$ cat src/rtl/halfbridge_pkg.sv
// Shared types and constants for the half-bridge duty sequencer.
package halfbridge_pkg;
  localparam int DUTY_W    = 10;
  localparam int D_MAX_DEF = 1023;
  localparam int STEP_DEF  = 8;

  typedef enum logic [1:0] {
    ST_IDLE,
    ST_RAMP,
    ST_RUN,
    ST_FAULT
  } hb_state_t;
endpackage

$ cat src/rtl/pulse_sync.sv
// Two-flop synchronizer with rising-edge detect; emits a registered one-cycle pulse
// per rising edge of an asynchronous input.
module pulse_sync (
  input  logic clk,
  input  logic rst_n,
  input  logic async_in,
  output logic pulse
);
  logic sync0_reg, sync1_reg, prev_reg, pulse_reg;

  always_ff @(posedge clk) begin
    if (!rst_n) begin
      sync0_reg <= 1'b0;
      sync1_reg <= 1'b0;
      prev_reg  <= 1'b0;
      pulse_reg <= 1'b0;
    end else begin
      sync0_reg <= async_in;
      sync1_reg <= sync0_reg;
      prev_reg  <= sync1_reg;
      pulse_reg <= sync1_reg & ~prev_reg;
    end
  end

  assign pulse = pulse_reg;
endmodule

$ cat src/rtl/halfbridge_ramp_ctrl.sv
// Duty-cycle sequencer: slews d_out toward the target by at most STEP per interrupt tick.
// at_target is combinational from d_out and the effective target (no lag).
module halfbridge_ramp_ctrl
  import halfbridge_pkg::*;
#(
  parameter int D_MAX = D_MAX_DEF,
  parameter int STEP  = STEP_DEF
) (
  input  logic              clk,
  input  logic              rst_n,
  input  logic              clk_int,
  input  logic              en,
  input  logic [DUTY_W-1:0] tgt,
  input  logic              tgt_valid,
  output logic              tgt_ready,
  input  logic              fault,
  input  logic              fault_clr,
  output logic [DUTY_W-1:0] d_out,
  output logic              ce_out,
  output logic              at_target,
  output logic              fault_latched
);
  localparam logic [DUTY_W-1:0]        DMAX_V = DUTY_W'(D_MAX);
  localparam logic [DUTY_W-1:0]        STEP_V = DUTY_W'(STEP);
  localparam logic signed [DUTY_W:0]   STEP_S = (DUTY_W + 1)'(STEP);

  hb_state_t          state_reg;
  logic [DUTY_W-1:0]  tgt_reg;
  logic [DUTY_W-1:0]  d_reg;
  logic [DUTY_W-1:0]  d_next;
  logic [DUTY_W-1:0]  eff_tgt;
  logic [DUTY_W-1:0]  tgt_clamped;
  logic signed [DUTY_W:0] diff;
  logic               ce_reg;
  logic               fault_reg;
  logic               tick;
  logic               accept;

  pulse_sync u_tick_sync (
    .clk      (clk),
    .rst_n    (rst_n),
    .async_in (clk_int),
    .pulse    (tick)
  );

  assign eff_tgt     = en ? tgt_reg : '0;
  assign tgt_clamped = (tgt > DMAX_V) ? DMAX_V : tgt;
  assign tgt_ready   = rst_n && (state_reg != ST_FAULT);
  assign accept      = tgt_valid && tgt_ready;
  assign diff        = $signed({1'b0, eff_tgt}) - $signed({1'b0, d_reg});

  // Moving toward eff_tgt (itself within 0..D_MAX) can never wrap.
  always_comb begin
    d_next = eff_tgt;
    if (diff > STEP_S) begin
      d_next = d_reg + STEP_V;
    end else if (diff < -STEP_S) begin
      d_next = d_reg - STEP_V;
    end
  end

  always_ff @(posedge clk) begin
    if (!rst_n) begin
      state_reg <= ST_IDLE;
      d_reg     <= '0;
      ce_reg    <= 1'b0;
      tgt_reg   <= '0;
      fault_reg <= 1'b0;
    end else if (fault) begin
      state_reg <= ST_FAULT;
      d_reg     <= '0;
      ce_reg    <= 1'b0;
      tgt_reg   <= '0;
      fault_reg <= 1'b1;
    end else begin
      // The slew below still sees the old tgt_reg on an accepting edge.
      if (accept) begin
        tgt_reg <= tgt_clamped;
      end
      case (state_reg)
        ST_IDLE: begin
          d_reg  <= '0;
          ce_reg <= 1'b0;
          if (en && (tgt_reg != '0)) begin
            state_reg <= ST_RAMP;
            ce_reg    <= 1'b1;
          end
        end
        ST_RAMP: begin
          if (tick) begin
            d_reg <= d_next;
          end
          if (d_reg == eff_tgt) begin
            if (en) begin
              state_reg <= ST_RUN;
            end else begin
              state_reg <= ST_IDLE;
              ce_reg    <= 1'b0;
            end
          end
        end
        ST_RUN: begin
          if (tick) begin
            d_reg <= d_next;
          end
          if (d_reg != eff_tgt) begin
            state_reg <= ST_RAMP;
          end
        end
        ST_FAULT: begin
          if (fault_clr && !en) begin
            state_reg <= ST_IDLE;
            fault_reg <= 1'b0;
          end
        end
        default: state_reg <= ST_IDLE;
      endcase
    end
  end

  assign d_out         = d_reg;
  assign ce_out        = ce_reg;
  assign fault_latched = fault_reg;
  assign at_target     = (d_reg == eff_tgt);
endmodule

$ cat config.mk
export PLATFORM = sky130hd
export DESIGN_NAME = halfbridge_ramp_ctrl
export DESIGN_NICKNAME = d
export VERILOG_FILES = /design/src/rtl/halfbridge_pkg.sv /design/src/rtl/pulse_sync.sv /design/src/rtl/halfbridge_ramp_ctrl.sv
export SDC_FILE = /design/constraint.sdc
export NUM_CORES = 1
export LEC_CHECK = 0
export CORE_ASPECT_RATIO = 1.1
export CORE_UTILIZATION = 45
export DETAILED_ROUTE_END_ITERATION = 6
export PLACE_DENSITY = 0.68
export SYNTH_ARGS = -nofsm -noshare
export SYNTH_HDL_FRONTEND = slang
export SYNTH_SLANG_ARGS = --single-unit
export TNS_END_PERCENT = 10
$ cat constraint.sdc
create_clock -name clk -period 7.12 [get_ports clk]
set_clock_uncertainty 0.15 [all_clocks]
set_input_delay 0.712 -clock clk [delete_from_list [all_inputs] [get_ports clk]]
set_output_delay 0.712 -clock clk [all_outputs]
set_load 0.05 [all_outputs]
## Word level (Yosys, flattened, before mapping)

Cells that the tools add are included.

- Add/subtract/negate cells: 3
- $lt $le $gt $ge: 3
- Eq/ne operators: 13
- Mux-type cells: 20
- Bitwise gates (word level): 3
- Reductions and logical operators: 17

Operators with widths:

| cell | count |
|---|---|
| 2-to-1 mux 10 bit | 5 |
| case mux 10 bit (2 select lines) | 1 |
| 2-to-1 mux 2 bit | 6 |
| inequality test 3 bit (second input constant) | 4 |
| > comparator 11 x 5 -> 1 bit (second input constant) | 1 |
| < comparator 11 x 4 -> 1 bit (second input constant) | 1 |
| subtractor 10 x 10 -> 11 bit | 1 |
| adder 10 x 4 -> 10 bit (second input constant) | 1 |
| == test 10 bit | 1 |
| > comparator 10 bit (second input constant) | 1 |
| inequality test 10 bit | 1 |
| nonzero test 10 bit | 1 |
| subtractor 10 x 4 -> 10 bit (second input constant) | 1 |
| case mux 2 bit (4 select lines) | 1 |
| nonzero test 2 bit | 4 |
| 2-to-1 mux 1 bit | 6 |
| inequality test 2 bit (second input constant) | 3 |
| == test 2 bit (second input constant) | 2 |
| logical AND 1 bit | 4 |
| AND reduction 2 bit | 2 |
| AND reduction 4 bit | 1 |
| OR reduction 2 bit | 2 |
| AND reduction 3 bit | 1 |
| == test 2 x 1 -> 1 bit (second input constant) | 1 |
| other kinds (6) | 7 |

- Flip-flop bits (word level): 28
- Input bits: 17
- Output and inout port bits: 14

## Depth between registers and ports, before layout

Gate-level depths: netlist (run 1).

- Depth in word-level cells: 7
- Mapped depth: 14
- Gate-level depth less buffers: 12

## By module

A second synthesis (run 1) with hierarchy kept.

- Cell total of the unflattened synthesis: 279
- Area, all modules: 2205.9 sq um

By module, submodules not included:

| module | instances | cells an instance | area each (sq um) | seq. area each (sq um) |
|---|---|---|---|---|
| halfbridge_ramp_ctrl | 1 | 271 | 2094.5 | 480.5 |
| pulse_sync | 1 | 8 | 111.4 | 80.1 |

## Worst setup path before layout (run 1)

No wires, ideal clock.

- Path kind: input to register
- Start: in en
- End: reg state_reg[1]
- Arrival: 3.855 ns
- Data required time: 6.855 ns
- Setup slack: 3.000 ns
- Cell stages on the path: 11
- Path through: clkbuf_1 > and2_1 > ha_1 > buf_2 > nand3_1 > nor3_1 > mux2_2 > a221o_1 > a21oi_1 > a21oi_1 > o21a_1

- Longest elaborated chain between the ends: 4

RTL lines:

| what | line | text |
|---|---|---|
| start: declaration | halfbridge_ramp_ctrl.sv:12 | `input logic en,` |
| 2-to-1 mux 10 bit | halfbridge_ramp_ctrl.sv:46 | `assign eff_tgt = en ? tgt_reg : '0;` |
| == test 10 bit | - |  |
| via at_target | halfbridge_ramp_ctrl.sv:20 | `output logic at_target,` |
| inequality test 3 bit (no source line) | - |  |
| AND reduction 4 bit (no source line) | - |  |
| end signal: assignment | halfbridge_ramp_ctrl.sv:64 | `state_reg <= ST_IDLE;` |
| end signal: assignment | halfbridge_ramp_ctrl.sv:70 | `state_reg <= ST_FAULT;` |
| end signal: assignment | halfbridge_ramp_ctrl.sv:85 | `state_reg <= ST_RAMP;` |
| end: declaration | halfbridge_ramp_ctrl.sv:27 | `hb_state_t state_reg;` |

The timed path passes the listed nets, and every way through them passes these cells. The select of a mux whose other input is x is not followed.
A chain may end at the register's enable or synchronous reset.

## Worst setup path in the final report (run 1)

- Start: in en
- End: out at_target

- Longest elaborated chain between the ends: 2

RTL lines:

| what | line | text |
|---|---|---|
| 2-to-1 mux 10 bit | halfbridge_ramp_ctrl.sv:46 |  |
| == test 10 bit | halfbridge_ramp_ctrl.sv:124 | `assign at_target = (d_reg == eff_tgt);` |
| end: declaration | halfbridge_ramp_ctrl.sv:20 |  |

Every way passes these cells.

==> flow_metrics.env, run 1 <==
export IMPL_diodes=0
export IMPL_grt_usage_pct=20.8
export IMPL_worstHoldStart="u_tick_sync.prev_reg"
export IMPL_leakage_nw=0.994
export IMPL_maxSlewHeadroom_pct=60.0
export IMPL_syn_num_nets=318
export IMPL_clk_path_buf_depth=2
export IMPL_cap_violations=0
export IMPL_drc=0
export IMPL_critPathKind="input pin to output port"
export IMPL_path_cells="clkdlybuf4s50_1 > and2_1 > ha_1 > nand3_1 > nor3_1 > clkdlybuf4s50_1"
export IMPL_first_global_vias=2067
export IMPL_die_area_um2=5270
export IMPL_setup_viol=0
export IMPL_core_area_um2=4720
export IMPL_final_layout_size_suffix_gt1_share_pct=6.91
export IMPL_yosysUniqueCellTypes=64
export IMPL_cts_htree_levels=1
export IMPL_setup_worst_path_start="en"
export IMPL_cts_repair_resized=0
export IMPL_critPathArrivalTime_ns=3.71
export IMPL_post_route_period_util_pct=64.2
export IMPL_synthFlopType="dfxtp_1"
export IMPL_hold_path_class="flip-flop to flip-flop"
export IMPL_path_common_cell="clkdlybuf4s50_1"
export IMPL_max_freq_mhz=219
export IMPL_cts_buffers_inserted=3
export IMPL_area_growth_pct=16.0
export IMPL_whs_path_depth=1
export IMPL_overflow=0
export IMPL_holdWs_ns=0.238
export IMPL_crit_path_start_kind="input pin"
export IMPL_holdBufCountCts=0
export IMPL_initial_core_util_pct=47.5
export IMPL_grt_max_degree=18
export IMPL_ir_drop_mv=0.120
export IMPL_cp_max_fo=17
export IMPL_clk_pin_slew_ns=0.10
export IMPL_cp_data_required_time_ns=6.26
export IMPL_slew_viol_final=0
export IMPL_worst_slew_pin_transition_ns=0.600
export IMPL_ys_warn_count=0
export IMPL_cpMaxStageDelayCell="clkdlybuf4s50_1"
export IMPL_ant_nets=0
export IMPL_tritoncts="built"
export IMPL_hpwlAfterDp_mm=4.15
export IMPL_drt_iter0_drc=155
export IMPL_clk_latency_ns=0.27
export IMPL_synth_edf_count=0
export IMPL_die_h_um=76.0
export IMPL_hold_viol_final=0
export IMPL_clock_sinks=28
export IMPL_final_nets=339
export IMPL_post_drt_wl_per_cell_um=14.9
export IMPL_nFillCells=459
export IMPL_rows=26
export IMPL_wl_mm=5.38
export IMPL_ys_seq_elements=28
export IMPL_power_density_nw_per_um2=151
export IMPL_io_pins=31
export IMPL_async_flop_share_pct=0
export IMPL_cpPeakStageDelay_ns=0.89
export IMPL_fin_tns_setup_ns=0
export IMPL_endpoint_kind="output port"
export IMPL_rr_startpoint="d_out[3]"
export IMPL_seq_area_frac_synth_pct=25.0
export IMPL_synth_area_um2=2240
export IMPL_clock_root_buffer="clkbuf_8"
export IMPL_fin_crit_ns=4.57
export IMPL_die_w_um=69.3
export IMPL_cts_setup_buffers=0
export IMPL_grt_pass1_wl_mm=9.18
export IMPL_status="finished clean"
export IMPL_drt_pass1_iter_count=4
export IMPL_viasPerCell=6.01
export IMPL_gp_congestion=0.898
export IMPL_r2r_cells=10
export IMPL_avgSynthCellArea_um2=7.89
export IMPL_netlist_instances=284
export IMPL_antenna_found_initial=0
export IMPL_rsz0062_at_grt="no"
export IMPL_io_buffer_count=30
export IMPL_vias=2162
synth_stat cells, drive strengths merged, types with 6 or more instances:
cell type,instances,area [um2]
dfxtp,28,561
nand2,28,105
nand3,28,145
a21oi,22,114
inv,18,67.6
ha,16,200
and2,13,81.3
clkbuf,9,35.0
nor2,8,30.0
o21ai,8,43.8
a211oi,7,57.6
nor2b,7,43.8
nor3,7,40.0
buf,6,38.8
nor4,6,50.0
xnor2,6,52.6
critical path, delay by kind of cell:
family / cells / cell delay, ns
fa+ha+maj: 1 / 0.51
simple gates: 3 / 0.95
buf+inv: 2 / 1.53
layout by cell type, fill, tap and decap left out, types with 6 or more instances in the layout:
cell	instances
xnor2_1	6
a211oi_1	6
clkdlybuf4s50_1	30
o21ai_0	7
dfxtp_1	28
nand3_1	27
nor2_1	8
nor3_1	6
a21oi_1	21
nor2b_1	7
nand2_1	28
inv_1	18
and2_1	13
ha_1	16
through the flow:
| stage | instance area [um2] | util (%) | instances | total power (W) | setup slack (ns) |
|---|---|---|---|---|---|
| after floorplan | 2240 | - | 284 | 0.000265 | 3.00 |
| after global routing | 2600 | 55.1 | 360 | 0.000415 | 2.39 |
| after CTS | 2600 | 55.1 | 360 | 0.000395 | 2.55 |
| after detailed placement | 2550 | 54.0 | 356 | 0.000296 | 2.55 |
| final | 2600 | 55.1 | 360 | 0.000393 | 2.55 |
| after global placement | 2550 | 54.0 | 356 | 0.000295 | 2.57 |
final timing paths:
kind,end,slack [ns]
worst max register to register,d_out[3],3.55
worst min-delay path,u_tick_sync.pulse,0.24
worst max-delay path,at_target,2.55
worst min register to register,u_tick_sync.pulse,0.24
metal layers:
layer / track usage, % / vias to the layer above / routed length, um
li1: - / 1082 / -
met1: 27.8 / 995 / 2470
met2: 34.2 / 73 / 2590
met3: 2.51 / 12 / 219
met4: 7.35 / 0 / 100
met5: 0 / - / 0
report_power, final:
part | internal [W] | total (W) | switching, W
Combinational | 0.0000567 | 0.000128 | 0.0000717
Sequential | 0.000161 | 0.000165 | 0.00000392
Clock | 0.0000495 | 0.0000990 | 0.0000495
Total | 0.000268 | 0.000393 | 0.000125
cells by family (layout without fill, tap and decap cells):
family	count (synthesis)	in the layout	share of synthesized area (%)
AND/OR/NAND/NOR	117	117	28.3
AO/OA/AOI/OAI	76	76	24.8
buffers and inverters	33	53	6.31
flip-flops	28	28	25.0
adder cells (fa/ha/maj)	17	17	9.82
XOR/XNOR	7	7	2.73
multiplexers	6	6	2.96
final cells by class:
class | instances | area (um2) | share of cell area [%]
multi-input combinational | 223 | 1540 | 59.2
sequential | 28 | 561 | 21.5
timing repair buffer | 31 | 308 | 11.8
tap | 56 | 70.1 | 2.69
inverter | 18 | 67.6 | 2.60
clock buffer | 4 | 55.1 | 2.12
(Power assumes the default switching activity.)
==> run 2, diff against run 1 <==
==> constraint.sdc (replaced) <==
create_clock -name clk -period 4.4 [get_ports clk]
set_clock_uncertainty 0.15 [all_clocks]
set_input_delay 0.44 -clock clk [delete_from_list [all_inputs] [get_ports clk]]
set_output_delay 0.44 -clock clk [all_outputs]
set_load 0.05 [all_outputs]
==> flow_metrics.env, run 2 (same netlist as run 1, synthesis figures left out) <==
export IMPL_holdBufCountCts=0
export IMPL_post_route_period_util_pct=90.4
export IMPL_power_density_nw_per_um2=240
export IMPL_post_drt_wl_per_cell_um=15.2
export IMPL_maxSlewHeadroom_pct=58.0
export IMPL_overflow=0
export IMPL_clk_pin_slew_ns=0.09
export IMPL_gp_congestion=0.958
export IMPL_viasPerCell=6.00
export IMPL_initial_core_util_pct=47.5
export IMPL_dp_cells=357
export IMPL_p_sw_share_pct=32.8
export IMPL_critPathKind="input pin to output port"
export IMPL_fin_crit_ns=3.98
export IMPL_ir_drop_mv=0.166
export IMPL_vias=2160
export IMPL_final_layout_size_suffix_gt1_share_pct=6.91
export IMPL_cpPeakStageDelay_ns=0.89
export IMPL_grt_max_degree=18
export IMPL_final_cell_mix="30 x clkdlybuf4s50_1, 28 x nand2_1, 28 x dfxtp_1, 27 x nand3_1, 21 x a21oi_1"
export IMPL_r2r_end="d_out[3]"
export IMPL_cp_data_required_time_ns=3.81
export IMPL_setup_ws_ns=0.421
export IMPL_rsz0062_at_grt="no"
export IMPL_path_common_cell="clkdlybuf4s50_1"
export IMPL_p_seq_share_pct=43.0
export IMPL_grt_usage_pct=21.3
export IMPL_rr_startpoint="d_out[3]"
export IMPL_status="finished clean"
export IMPL_hold_viol_final=0
export IMPL_cts_setup_buffers=0
export IMPL_clock_sinks=28
export IMPL_first_global_vias=2044
export IMPL_path_buf_inv=2
export IMPL_critical_path_top_delay_family="buffers and inverters"
export IMPL_hold_path_class="flip-flop to flip-flop"
export IMPL_max_freq_mhz=251
export IMPL_r2r_cells=10
export IMPL_grt_pass1_wl_mm=9.43
export IMPL_die_area_um2=5270
export IMPL_combPwrFrac_pct=34.6
export IMPL_area_growth_pct=15.7
export IMPL_endpoint_kind="output port"
export IMPL_final_common_cell="clkdlybuf4s50_1"
export IMPL_switchingPower_w=0.000204
export IMPL_io_buffer_count=30
export IMPL_slew_viol_final=0
export IMPL_ant_nets=0
export IMPL_io_pins=31
export IMPL_critPathArrivalTime_ns=3.39
export IMPL_clk_latency_ns=0.27
export IMPL_place_area_um2=2550
export IMPL_setup_viol=0
export IMPL_r2r_slack_ns=0.97
export IMPL_clockPowerShare_pct=22.4
export IMPL_nFillCells=453
export IMPL_diodes=0
export IMPL_crit_path_start_kind="input pin"
export IMPL_cap_violations=0
export IMPL_fin_tns_setup_ns=0
export IMPL_setup_worst_path_start="en"
export IMPL_wl_mm=5.46
export IMPL_hpwlAfterDp_mm=4.31
export IMPL_rows=26
export IMPL_place_ws_ns=0.277
export IMPL_drt_iter0_drc=170
export IMPL_die_h_um=76.0
export IMPL_intPower_w=0.000418
export IMPL_core_area_um2=4720
export IMPL_cts_buffers_inserted=3
export IMPL_crit_cells=6
export IMPL_cts_htree_levels=1
export IMPL_path_cells="clkdlybuf4s50_1 > and2_1 > ha_1 > nand3_1 > nor3_1 > clkdlybuf4s50_1"
export IMPL_clock_root_buffer="clkbuf_8"
export IMPL_worst_slew_pin_transition_ns=0.630
export IMPL_cpMaxStageDelayCell="clkdlybuf4s50_1"
export IMPL_die_w_um=69.3
export IMPL_finalInstanceArea_um2=2590
export IMPL_final_cell_count_no_fill=360
export IMPL_clk_path_buf_depth=2
export IMPL_leakage_nw=0.992
export IMPL_final_nets=340
export IMPL_drt_pass1_iter_count=4
export IMPL_tritoncts="built"
export IMPL_cts_repair_resized=0
export IMPL_drc=0
export IMPL_endpoint="at_target"
export IMPL_cp_max_fo=17
export IMPL_antenna_found_initial=0
run 2: changes by cell type in the layout (fill, tap and decap cells not counted), sizes merged:
cell    previous run  this run
buf                1         2
clkbuf             4         3
run 2: worst min path at each step:
stage | from | to | slack [ns] | depth (start not counted)
3_3_place_gp | u_tick_sync.prev_reg | u_tick_sync.pulse | 0.22 | 1
3_5_place_dp | u_tick_sync.prev_reg | u_tick_sync.pulse | 0.23 | 1
2_1_floorplan | u_tick_sync.prev_reg | u_tick_sync.pulse | 0.22 | 1
5_1_grt | u_tick_sync.prev_reg | u_tick_sync.pulse | 0.26 | 1
4_1_cts | u_tick_sync.prev_reg | u_tick_sync.pulse | 0.24 | 1
6_report | u_tick_sync.prev_reg | u_tick_sync.pulse | 0.24 | 1
run 2: per-layer routing:
| metal | vias to the layer above | wire length, um | global-route usage [%] |
|---|---|---|---|
| li1 | 1095 | - | - |
| met1 | 1004 | 2510 | 28.0 |
| met2 | 55 | 2690 | 37.1 |
| met3 | 6 | 194 | 1.98 |
| met4 | 0 | 69 | 5.71 |
| met5 | - | 0 | 0 |
run 2: layout make-up:
cell class	count	area (um2)	share of cell area [%]
flip-flops and latches	28	561	21.6
well taps	56	70.1	2.70
repair buffers	32	315	12.2
inverters	18	67.6	2.60
clock buffers	3	41.3	1.59
multi-input cells	223	1540	59.4
run 2: stage by stage:
step	utilization (%)	hold slack [ns]	total power, W
global placement	54.1	0.223	0.000483
CTS	55.0	0.240	0.000623
detailed placement	54.1	0.226	0.000485
floorplan	-	0.217	0.000428
finish	55.0	0.236	0.000622
global route	55.0	0.260	0.000652
run 2: power groups by stage:
stage | Sequential [W] | Combinational (W) | Clock, W
3_3_place_gp | 0.000273 | 0.000210 | 0
4_1_cts | 0.000268 | 0.000213 | 0.000142
3_5_place_dp | 0.000274 | 0.000212 | 0
6_report | 0.000268 | 0.000215 | 0.000140
2_1_floorplan | 0.000276 | 0.000152 | 0
5_1_grt | 0.000269 | 0.000232 | 0.000151
==> run 3, diff against run 2 <==
--- a/config.mk
+++ b/config.mk
@@ -8,7 +8,7 @@
 export CORE_ASPECT_RATIO = 1.1
 export CORE_UTILIZATION = 45
 export DETAILED_ROUTE_END_ITERATION = 6
-export PLACE_DENSITY = 0.68
+export PLACE_DENSITY_LB_ADDON = 0.1
 export SYNTH_ARGS = -nofsm -noshare
 export SYNTH_HDL_FRONTEND = slang
 export SYNTH_SLANG_ARGS = --single-unit
==> flow_metrics.env, run 3 (same netlist as run 1, synthesis figures left out) <==
export IMPL_status="finished clean"
export IMPL_slew_viol_final=0
export IMPL_diodes=0
export IMPL_clk_pin_slew_ns=0.09
export IMPL_path_cells="clkdlybuf4s50_1 > and2_1 > ha_1 > nand3_1 > nor3_1 > clkdlybuf4s50_1"
export IMPL_cap_violations=0
export IMPL_clk_latency_ns=0.28
export IMPL_cts_buffers_inserted=3
export IMPL_post_route_period_util_pct=86.1
export IMPL_tritoncts="built"
export IMPL_r2r_cells=10
export IMPL_cts_htree_levels=1
export IMPL_crit_path_start_kind="input pin"
export IMPL_clock_sinks=28
export IMPL_holdPathEnd="u_tick_sync.pulse"
export IMPL_gp_congestion=0.948
export IMPL_hpwlAfterDp_mm=4.26
export IMPL_grt_usage_pct=21.2
export IMPL_grt_max_degree=16
export IMPL_core_area_um2=4720
export IMPL_setup_viol=0
export IMPL_die_area_um2=5270
export IMPL_rr_startpoint="d_out[6]"
export IMPL_initial_core_util_pct=47.5
export IMPL_power_density_nw_per_um2=245
export IMPL_finalInstanceArea_um2=2630
export IMPL_ant_nets=0
export IMPL_fin_tns_setup_ns=0
export IMPL_io_pins=31
export IMPL_drt_iter0_drc=134
export IMPL_cp_max_fo=10
export IMPL_critical_path_top_delay_family="buffers and inverters"
export IMPL_cpPeakStageDelay_ns=0.89
export IMPL_viasPerCell=6.02
export IMPL_r2r_end="d_out[3]"
export IMPL_die_w_um=69.3
export IMPL_fin_crit_ns=3.79
export IMPL_clock_root_buffer="clkbuf_8"
export IMPL_drt_pass1_iter_count=4
export IMPL_worst_slew_pin_transition_ns=0.535
export IMPL_final_layout_size_suffix_gt1_share_pct=8.12
export IMPL_final_cell_mix="30 x clkdlybuf4s50_1, 28 x nand2_1, 28 x dfxtp_1, 27 x nand3_1, 21 x a21oi_1"
export IMPL_post_drt_wl_per_cell_um=14.9
export IMPL_critPathArrivalTime_ns=3.20
export IMPL_hold_viol_final=0
export IMPL_setup_ws_ns=0.612
export IMPL_drc=0
export IMPL_vias=2193
export IMPL_max_freq_mhz=264
export IMPL_holdBufCountCts=0
export IMPL_cp_data_required_time_ns=3.81
export IMPL_hold_path_class="flip-flop to flip-flop"
export IMPL_final_nets=343
export IMPL_utilization_pct=55.8
export IMPL_ir_drop_mv=0.157
export IMPL_cts_repair_resized=0
export IMPL_overflow=0
export IMPL_first_global_vias=2052
export IMPL_final_common_cell="clkdlybuf4s50_1"
export IMPL_endpoint_kind="output port"
export IMPL_path_common_cell="clkdlybuf4s50_1"
export IMPL_antenna_found_initial=0
export IMPL_worstHoldStart="u_tick_sync.prev_reg"
export IMPL_rows=26
export IMPL_rsz0062_at_grt="no"
export IMPL_whs_path_depth=1
export IMPL_leakage_nw=1.01
export IMPL_place_ws_ns=0.417
export IMPL_critPathKind="input pin to output port"
export IMPL_place_area_um2=2580
export IMPL_wl_mm=5.42
export IMPL_cts_setup_buffers=0
export IMPL_path_buf_inv=2
export IMPL_maxSlewHeadroom_pct=64.2
export IMPL_area_growth_pct=17.4
export IMPL_cpMaxStageDelayCell="clkdlybuf4s50_1"
export IMPL_clk_path_buf_depth=2
export IMPL_die_h_um=76.0
export IMPL_grt_pass1_wl_mm=9.40
export IMPL_total_power_w=0.000645
export IMPL_r2r_slack_ns=0.94
export IMPL_io_buffer_count=30
run 3: stage by stage:
| stage | hold WS [ns] | instances |
|---|---|---|
| after floorplan | 0.217 | 284 |
| after global placement | 0.221 | 360 |
| after detailed placement | 0.229 | 360 |
| after CTS | 0.243 | 364 |
| after global routing | 0.267 | 364 |
| final | 0.239 | 364 |
run 3: metal layers:
| metal | GRT usage (%) | share of wire (%) | vias up |
|---|---|---|---|
| met5 | 0 | 0 | - |
| met4 | 7.55 | 1.4 | 0 |
| met3 | 2.25 | 5.5 | 6 |
| met2 | 34.1 | 48 | 76 |
| met1 | 29.3 | 45 | 1020 |
| li1 | - | - | 1091 |
run 3: cell type report:
class | count | area, um2
Timing Repair Buffer | 35 | 338
Clock buffer | 4 | 55.1
Inverter | 18 | 67.6
Sequential cell | 28 | 561
Multi-Input combinational cell | 223 | 1540
Fill cell | 456 | 2090
Tap cell | 56 | 70.1
run 3: where the power goes:
group | switching (W) | internal (W)
combinational | 0.000117 | 0.000100
clock | 0.0000802 | 0.0000801
sequential | 0.00000603 | 0.000261
total | 0.000203 | 0.000442
run 3: worst max path at each step:
| stage | endpoint | from | slack, ns | cells past startpoint |
|---|---|---|---|---|
| finish | at_target | en | 0.61 | 6 |
| global route | at_target | en | 0.50 | 6 |
| CTS | at_target | en | 0.60 | 6 |
| detailed placement | d_out[8] | en | 0.42 | 15 |
| global placement | d_out[3] | en | 0.46 | 11 |
| floorplan | state_reg[1] | d_out[5] | 0.29 | 11 |
